$ cat src/rtl/fetch_stage.sv
// Instruction-fetch stage for the 5-stage RV32I pipeline.
// Owns the PC, issues one imem read at a time, and holds the IF/ID register.
// While the pipe is frozen, a returned word is parked in a one-entry buffer.
// After a redirect, a response that is already in flight is drained and
// thrown away.
module fetch_stage #(
    parameter logic [31:0] RESET_PC = 32'h1eceb000
) (
    input  logic        clk,
    input  logic        rst,
    input  logic        freeze,
    input  logic        redirect,
    input  logic [31:0] redirect_pc,
    output logic [31:0] imem_addr,
    output logic [3:0]  imem_rmask,
    input  logic [31:0] imem_rdata,
    input  logic        imem_resp,
    output logic        fd_valid,
    output logic [31:0] fd_pc,
    output logic [31:0] fd_inst,
    output logic [63:0] fd_order
);

    localparam logic [31:0] NOP = 32'h0000_0013;

    typedef enum logic [1:0] {
        FETCH = 2'd0,
        HOLD  = 2'd1,
        DROP  = 2'd2
    } state_t;

    state_t      state;
    state_t      state_next;
    logic [31:0] pc;
    logic [31:0] pc_next;
    logic [31:0] req_addr;
    logic [31:0] req_next;
    logic [31:0] hold_inst;
    logic [31:0] hold_next;
    logic [63:0] order;
    logic [63:0] order_next;
    logic        fd_valid_next;
    logic [31:0] fd_pc_next;
    logic [31:0] fd_inst_next;
    logic [63:0] fd_order_next;
    logic [31:0] target;

    // Clear the low two bits so that every fetch address is word aligned.
    function automatic logic [31:0] align_word(input logic [31:0] addr);
        return {addr[31:2], 2'b00};
    endfunction

    // Advance to the next sequential word. The sum wraps modulo 2^32.
    function automatic logic [31:0] next_word(input logic [31:0] addr);
        return addr + 32'd4;
    endfunction

    assign target = align_word(redirect_pc);

    // The request is held steady until its response arrives.
    // No request is presented while parked in HOLD or while reset is high.
    always_comb begin
        imem_addr  = req_addr;
        imem_rmask = (!rst && state != HOLD) ? 4'hF : 4'h0;
    end

    // Next-state logic for the fetch FSM, the PC and the IF/ID contents.
    always_comb begin
        state_next    = state;
        pc_next       = pc;
        req_next      = req_addr;
        hold_next     = hold_inst;
        order_next    = order;
        fd_valid_next = fd_valid;
        fd_pc_next    = fd_pc;
        fd_inst_next  = fd_inst;
        fd_order_next = fd_order;

        case (state)
            FETCH: begin
                if (!freeze) begin
                    if (redirect) begin
                        // Squash whatever comes back for the old stream.
                        fd_valid_next = 1'b0;
                        fd_inst_next  = NOP;
                        pc_next       = target;
                        if (imem_resp) begin
                            req_next = target;
                        end else begin
                            state_next = DROP;
                        end
                    end else if (imem_resp) begin
                        fd_valid_next = 1'b1;
                        fd_pc_next    = req_addr;
                        fd_inst_next  = imem_rdata;
                        fd_order_next = order;
                        order_next    = order + 64'd1;
                        pc_next       = next_word(req_addr);
                        req_next      = next_word(req_addr);
                    end else begin
                        fd_valid_next = 1'b0;
                        fd_inst_next  = NOP;
                    end
                end else if (imem_resp) begin
                    // Decode is stalled, so park the word until the pipe moves.
                    hold_next  = imem_rdata;
                    pc_next    = next_word(req_addr);
                    state_next = HOLD;
                end
            end

            HOLD: begin
                if (!freeze) begin
                    state_next = FETCH;
                    if (redirect) begin
                        fd_valid_next = 1'b0;
                        fd_inst_next  = NOP;
                        pc_next       = target;
                        req_next      = target;
                    end else begin
                        // pc already points one word past the parked instruction.
                        fd_valid_next = 1'b1;
                        fd_pc_next    = pc - 32'd4;
                        fd_inst_next  = hold_inst;
                        fd_order_next = order;
                        order_next    = order + 64'd1;
                        req_next      = pc;
                    end
                end
            end

            DROP: begin
                if (!freeze) begin
                    fd_valid_next = 1'b0;
                    fd_inst_next  = NOP;
                    if (redirect) begin
                        pc_next = target;
                    end
                end
                if (imem_resp) begin
                    // The stale word is thrown away; resume at the latest target.
                    req_next   = (!freeze && redirect) ? target : pc;
                    state_next = FETCH;
                end
            end

            default: begin
                state_next = FETCH;
            end
        endcase
    end

    // State, PC, order counter and IF/ID register updates.
    always_ff @(posedge clk) begin
        if (rst) begin
            state     <= FETCH;
            pc        <= RESET_PC;
            req_addr  <= RESET_PC;
            hold_inst <= 32'd0;
            order     <= 64'd0;
            fd_valid  <= 1'b0;
            fd_pc     <= 32'd0;
            fd_inst   <= NOP;
            fd_order  <= 64'd0;
        end else begin
            state     <= state_next;
            pc        <= pc_next;
            req_addr  <= req_next;
            hold_inst <= hold_next;
            order     <= order_next;
            fd_valid  <= fd_valid_next;
            fd_pc     <= fd_pc_next;
            fd_inst   <= fd_inst_next;
            fd_order  <= fd_order_next;
        end
    end

endmodule

$ cat config.mk
export PLATFORM = sky130hd
export DESIGN_NAME = fetch_stage
export DESIGN_NICKNAME = d
export VERILOG_FILES = /design/src/rtl/fetch_stage.sv
export SDC_FILE = /design/constraint.sdc
export NUM_CORES = 1
export LEC_CHECK = 0
export BUFFER_PORTS_ARGS = -buffer_cell sky130_fd_sc_hd__buf_4
export CORE_MARGIN = 2
export CORE_UTILIZATION = 50
export CTS_CLUSTER_SIZE = 28
export DETAILED_ROUTE_END_ITERATION = 12
export PLACE_DENSITY = 0.72
export SLEW_MARGIN = 0
export SYNTH_ARGS = -nofsm -noshare
export SYNTH_HDL_FRONTEND = slang
export SYNTH_SLANG_ARGS = --single-unit
$ cat constraint.sdc
create_clock -name clk -period 5.1 [get_ports clk]
set_clock_uncertainty 0.15 [all_clocks]
set_input_delay 0.255 -clock clk [delete_from_list [all_inputs] [get_ports clk]]
set_output_delay 0.255 -clock clk [all_outputs]
set_load 0.005 [all_outputs]
* Yosys cells after proc, flatten, opt, wreduce, memory -nomap -nowiden *
Index checks and enable logic that the tools add are counted.

operators by class
  add/subtract/negate cells = 3
  equality and inequality tests = 14
  muxes and demuxes = 53
  reduce and logical (&&, ||, !) cells = 15

operators by type and width
  kind                                                                  number
  32-bit 2-to-1 mux                                                     22
  64-bit 2-to-1 mux                                                     10
  64-bit case mux with 2 select lines                                   2
  32-bit case mux with 3 select lines                                   2
  32-bit case mux with 2 select lines                                   2
  64-bit by 1-bit adder with 64-bit output, second input constant       1
  32-bit by 3-bit adder with 32-bit output, second input constant       1
  32-bit by 3-bit subtractor with 32-bit output, second input constant  1
  2-bit inequality test, second input constant                          8
  2-bit 2-to-1 mux                                                      6
  5-bit AND reduction                                                   2
  3-bit inequality test, second input constant                          3
  1-bit 2-to-1 mux                                                      6
  2-bit case mux with 3 select lines                                    1
  6-bit AND reduction                                                   1
  4-bit 2-to-1 mux                                                      1
  4-bit AND reduction                                                   1
  2-bit nonzero test                                                    2
  1-bit case mux with 3 select lines                                    1
  3-bit AND reduction                                                   1
  3-bit nonzero test                                                    1
  2-bit by 1-bit == test with 1-bit output, second input constant       1
  2-bit == test, second input constant                                  1
  1-bit logical AND                                                     2
  other kinds (5)                                                       6

storage, ports and cells
  flip-flop bits (word level) = 291
  output and inout bits = 165

* Longest topological paths before layout *
  depth after elaboration = 5
  gate-level depth with buffers = 10
  mapped depth without buffers = 7

* Worst setup path after synthesis *
No wires, ideal clock.

  kind = reg-to-reg
  start point = reg pc[12]
  end point = reg fd_pc[24]
  library setup time = 0.070 ns
  data arrival time = 2.614 ns
  required time = 4.880 ns
  setup slack = 2.265 ns
  cell stages (with the launch flop) = 9
  buffers on the path = 3
  path through = dfxtp_1 buf_6 or4_1 buf_2 or4_4 buf_6 or4_1 a311o_1 a21oi_1

between the ends
  cells in the longest elaborated chain, start to end = 4

ends and longest elaborated chain
  what                                           line  text
  start, declared                                34    logic [31:0] pc;
  start signal, assigned                         167   pc <= pc_next;
  32-bit by 3-bit subtractor with 32-bit output  123   fd_pc_next = pc - 32'd4;
  32-bit 2-to-1 mux                              115   if (redirect) begin
  32-bit 2-to-1 mux                              113   if (!freeze) begin
  32-bit case mux with 2 select lines            79    case (state)
  end signal, assigned                           172   fd_pc <= fd_pc_next;
  end, declared                                  19    output logic [31:0] fd_pc,

No other way between the ends. The select of a mux whose other input is x is not followed.
A chain may end at the register's enable or synchronous reset.

* Final worst setup path *
  start point = reg state[0]
  end point = reg req_addr[17], in the netlist imem_addr[17]

between the ends
  cells in the longest elaborated chain, start to end = 3
  elaborated cells between the ends (all ways) = 10
  those cells by class = 6 x eq/ne; 1 x mux; 3 x reduce/logical

ends and longest elaborated chain
  what                                                                          line  text
  start, declared                                                               32    state_t state;
  start signal, assigned                                                        166   state <= state_next;
  2-bit == test (tied with other cells)                                         79
  2-bit inequality test (no source line) or 3-bit nonzero test (tied branches)  --
  5-bit AND reduction (no source line)                                          --
  end signal, assigned                                                          168   req_addr <= req_next;
  end, declared                                                                 36    logic [31:0] req_addr;

Parallel ways exist; a longest one is shown, timed or not.

==> metrics.md <==
| Metric | Value |
|---|---|
| Global-route wire length before repair | 75.04 mm |
| Max Transition Viols Final | 0 |
| Number of port buffers | 231 |
| Area grow syn2layout | 23.43% |
| FF-to-FF Start | state[0] |
| Cells after Synth | 1890 |
| I/O pin total | 234 |
| Die width | 174.6 um |
| CTS root buffer | clkbuf_16 |
| Initial DRT Pass Iterations | 6 |
| Cell Pwr Density | 375.6 mW/mm2 |
| Max-slew headroom | 0.2788 |
| FFs w/ async S/R, synth | 0 |
| Post-synth EDFFs | 0 |
| P_leak | 6.445 nW |
| Final Hold Vio Count | 0 |
| DIE AREA | 0.03048 mm2 |
| Final Util | 0.6257 |
| Vias/cell | 6.278 |
| F_max | 284.2 MHz |
| Core box area | 0.02870 mm2 |
| Max IR drop VDD | 0.2715 mV |
| Register share of total power | 0.412 |
| Req. time, crit path | 5.28 ns |
| H-tree levels | 2 |
| Iter 0 DRT Violations | 1714 |
| Post-synth cell types | 61 |
| Post-route setup TNS | 0 ns |
| Largest net degree at the start of global routing | 180 |
| Worst-path clk slew | 0.06 ns |
| Crit-path max FO | 20 |
| DR WL/cell | 19.10 um |
| Fillers | 2572 |
| Starting Density | 0.5069 |
| Vias in the first global route | 14420 |
| WHS Endpoint | imem_addr[25] |
| Multi-input gate area | 0.007981 mm2 |
| Seq/Total Area, Yosys | 0.4004 |
| Combinational Power Share | 0.236 |
| Placed Cells incl. Taps | 2363 |
| Synth Flop Type | dfxtp_1 |
| Drc violations | 0 |
| GRT Total Usage | 0.2979 |
| Antenna-violating nets left | 0 |
| Syn avg cell area | 7.699 um2 |
| Max clock buf depth | 3 |
| Storage element area | 0.005826 mm2 |
| Worst Hold Class | in -> reg |
| Unrepaired setup endpoints after global routing | no |
| Final period utilization | 0.6899 |
| Worst skew pair latency | 0.51 ns |
| Flop-to-flop setup slack | 1.58 ns |
| Switching share of total power | 0.3240 |
| Core Rows | 62 |
| CP startpoint kind | flop |
| Critical Path AT | 3.70 ns |
| Clock power share | 0.352 |
| Kind of critical path | reg -> reg |
| Endpoint type of the worst setup path | flop |
| Worst reg2reg path depth | 8 |
| Post-synthesis register bit count | 291 |
| Hold path depth | 4 |
| Syn Nets | 1965 |
| Total grt overflow | 0 |
| Initial antenna violation count | 1 |
| Post-layout min period | 3.518 ns |
| Postcts setup bufs | 0 |
| Worst slew pin tran | 1.078 ns |
| Synth Cell Area | 0.01455 mm2 |
| CTS buffer count | 34 |
| Final HPWL DP | 30.61 mm |
| Non-filler instance count after layout | 2470 |
| Post-layout nets | 2143 |
| Worst r2r dst | imem_addr[17] |
| Status | complete, no violations |
| Synth warn | 0 |
| CTS Sinks | 291 |
| Net switching power | 2.185 mW |
| Layout cells sized above 1 | 0.1588 |
| Max Cap Viol | 0 |
| Chip Height | 174.6 um |
| Min Hold Slack | 0.007644 ns |
| Routed WL | 47.19 mm |
| GPL Wtd Cong | 0.9147 |
| Via count | 15510 |
| Internal | 4.560 mW |
| Min-Delay Startpoint | redirect_pc[25] |
| CTS tree | done |
| Final setup fails | 0 |
[worst max-delay path by stage]
stage | to | from | depth (start not counted)
2_1_floorplan | fd_pc[24] | pc[12] | 8
3_3_place_gp | imem_addr[17] | state[0] | 8
3_5_place_dp | order[63] | state[1] | 7
4_1_cts | order[28] | order[4] | 5
5_1_grt | order[61] | state[1] | 7
6_report | imem_addr[17] | state[0] | 8
[layer usage]
metal,global-route usage,vias to the layer above,routed length [um]
met5,0,-,0
met4,0.1007,0,1415
met3,0.06506,117,4991
met2,0.4785,847,21390
met1,0.3981,7276,19390
li1,-,7266,-
[state kept, by name, indices dropped and copies added, names as in the netlist]
register	cells
imem_addr	32
hold_inst	32
fd_order	64
pc	32
order	64
fd_inst	32
fd_pc	32
fd_valid	1
state	2
[critical path, stage by stage, from the launching register on]
cell and delay, ns:
dfxtp_1 0.35, inv_1 0.07, ha_1 0.75, or2_2 0.34
nand3_1 0.61, buf_4 0.47, a221o_1 0.27, o21ai_0 0.10
o311ai_0 0.20
[power by group through the flow]
stage	sequential (mW)	clock (mW)	combinational [mW]
detailed placement	2.81	0	1.52
global route	2.80	2.50	1.74
CTS	2.76	2.42	1.56
finish	2.78	2.37	1.59
global placement	2.80	0	1.49
floorplan	2.66	0	1.07
[cell usage in the layout, fill, tap and decap left out, types with 29 or more instances in the layout]
master	netlist	final
o31ai_1	29	29
xnor2_1	34	34
dfxtp_1	291	291
a221oi_1	49	49
buf_4	3	257
nor4_1	41	41
nor3_1	63	62
nand2_1	294	293
nor2_1	145	142
nand3_1	52	52
dlygate4sd3_1	0	53
o21ai_0	83	82
nand4_1	46	46
or4_1	37	37
a21oi_1	217	217
clkbuf_16	0	35
[logic make-up after synthesis]
logic type / synth area share
adder cells (fa/ha/maj): 0.005159
multiplexers: 0.01152
buffers and inverters: 0.05392
XOR/XNOR: 0.03431
AO/OA/AOI/OAI: 0.2399
flip-flops: 0.4004
AND/OR/NAND/NOR: 0.2548
[what timing repair did]
action	CTS	global route
hold buffers	53	0
gates resized for setup	0	0
endpoints found under the hold margin	90	0
[synth_stat cells (28+ instances only)]
cell | n | area (um2)
a21oi_1 | 217 | 1086
a221oi_1 | 49 | 429.2
clkbuf_1 | 153 | 574.3
dfxtp_1 | 291 | 5826
inv_1 | 28 | 105.1
nand2_1 | 294 | 1104
nand3_1 | 52 | 260.3
nand4_1 | 46 | 287.8
nor2_1 | 145 | 544.3
nor3_1 | 63 | 315.3
nor4_1 | 41 | 256.5
o21ai_0 | 83 | 415.4
o31ai_1 | 29 | 217.7
or4_1 | 37 | 277.8
xnor2_1 | 34 | 297.8
[through the flow]
| step | instance area (um2) | worst slack, ns | total power [mW] |
|---|---|---|---|
| 3_3_place_gp | 16360 | 1.820 | 4.288 |
| 5_1_grt | 17960 | 1.388 | 7.041 |
| 3_5_place_dp | 16360 | 1.726 | 4.326 |
| 2_1_floorplan | 14550 | 2.265 | 3.727 |
| 4_1_cts | 17960 | 1.709 | 6.734 |
| 6_report | 17960 | 1.582 | 6.746 |
[cell type report]
| class | count | area share |
|---|---|---|
| diodes | 1 | 0.0001393 |
| multi-input cells | 1400 | 0.4444 |
| flip-flops and latches | 291 | 0.3244 |
| repair buffers | 312 | 0.1388 |
| clock inverters | 5 | 0.004598 |
| clock buffers | 48 | 0.05483 |
| inverters | 29 | 0.006061 |
| well taps | 384 | 0.02675 |
(Power assumes the default switching activity.)
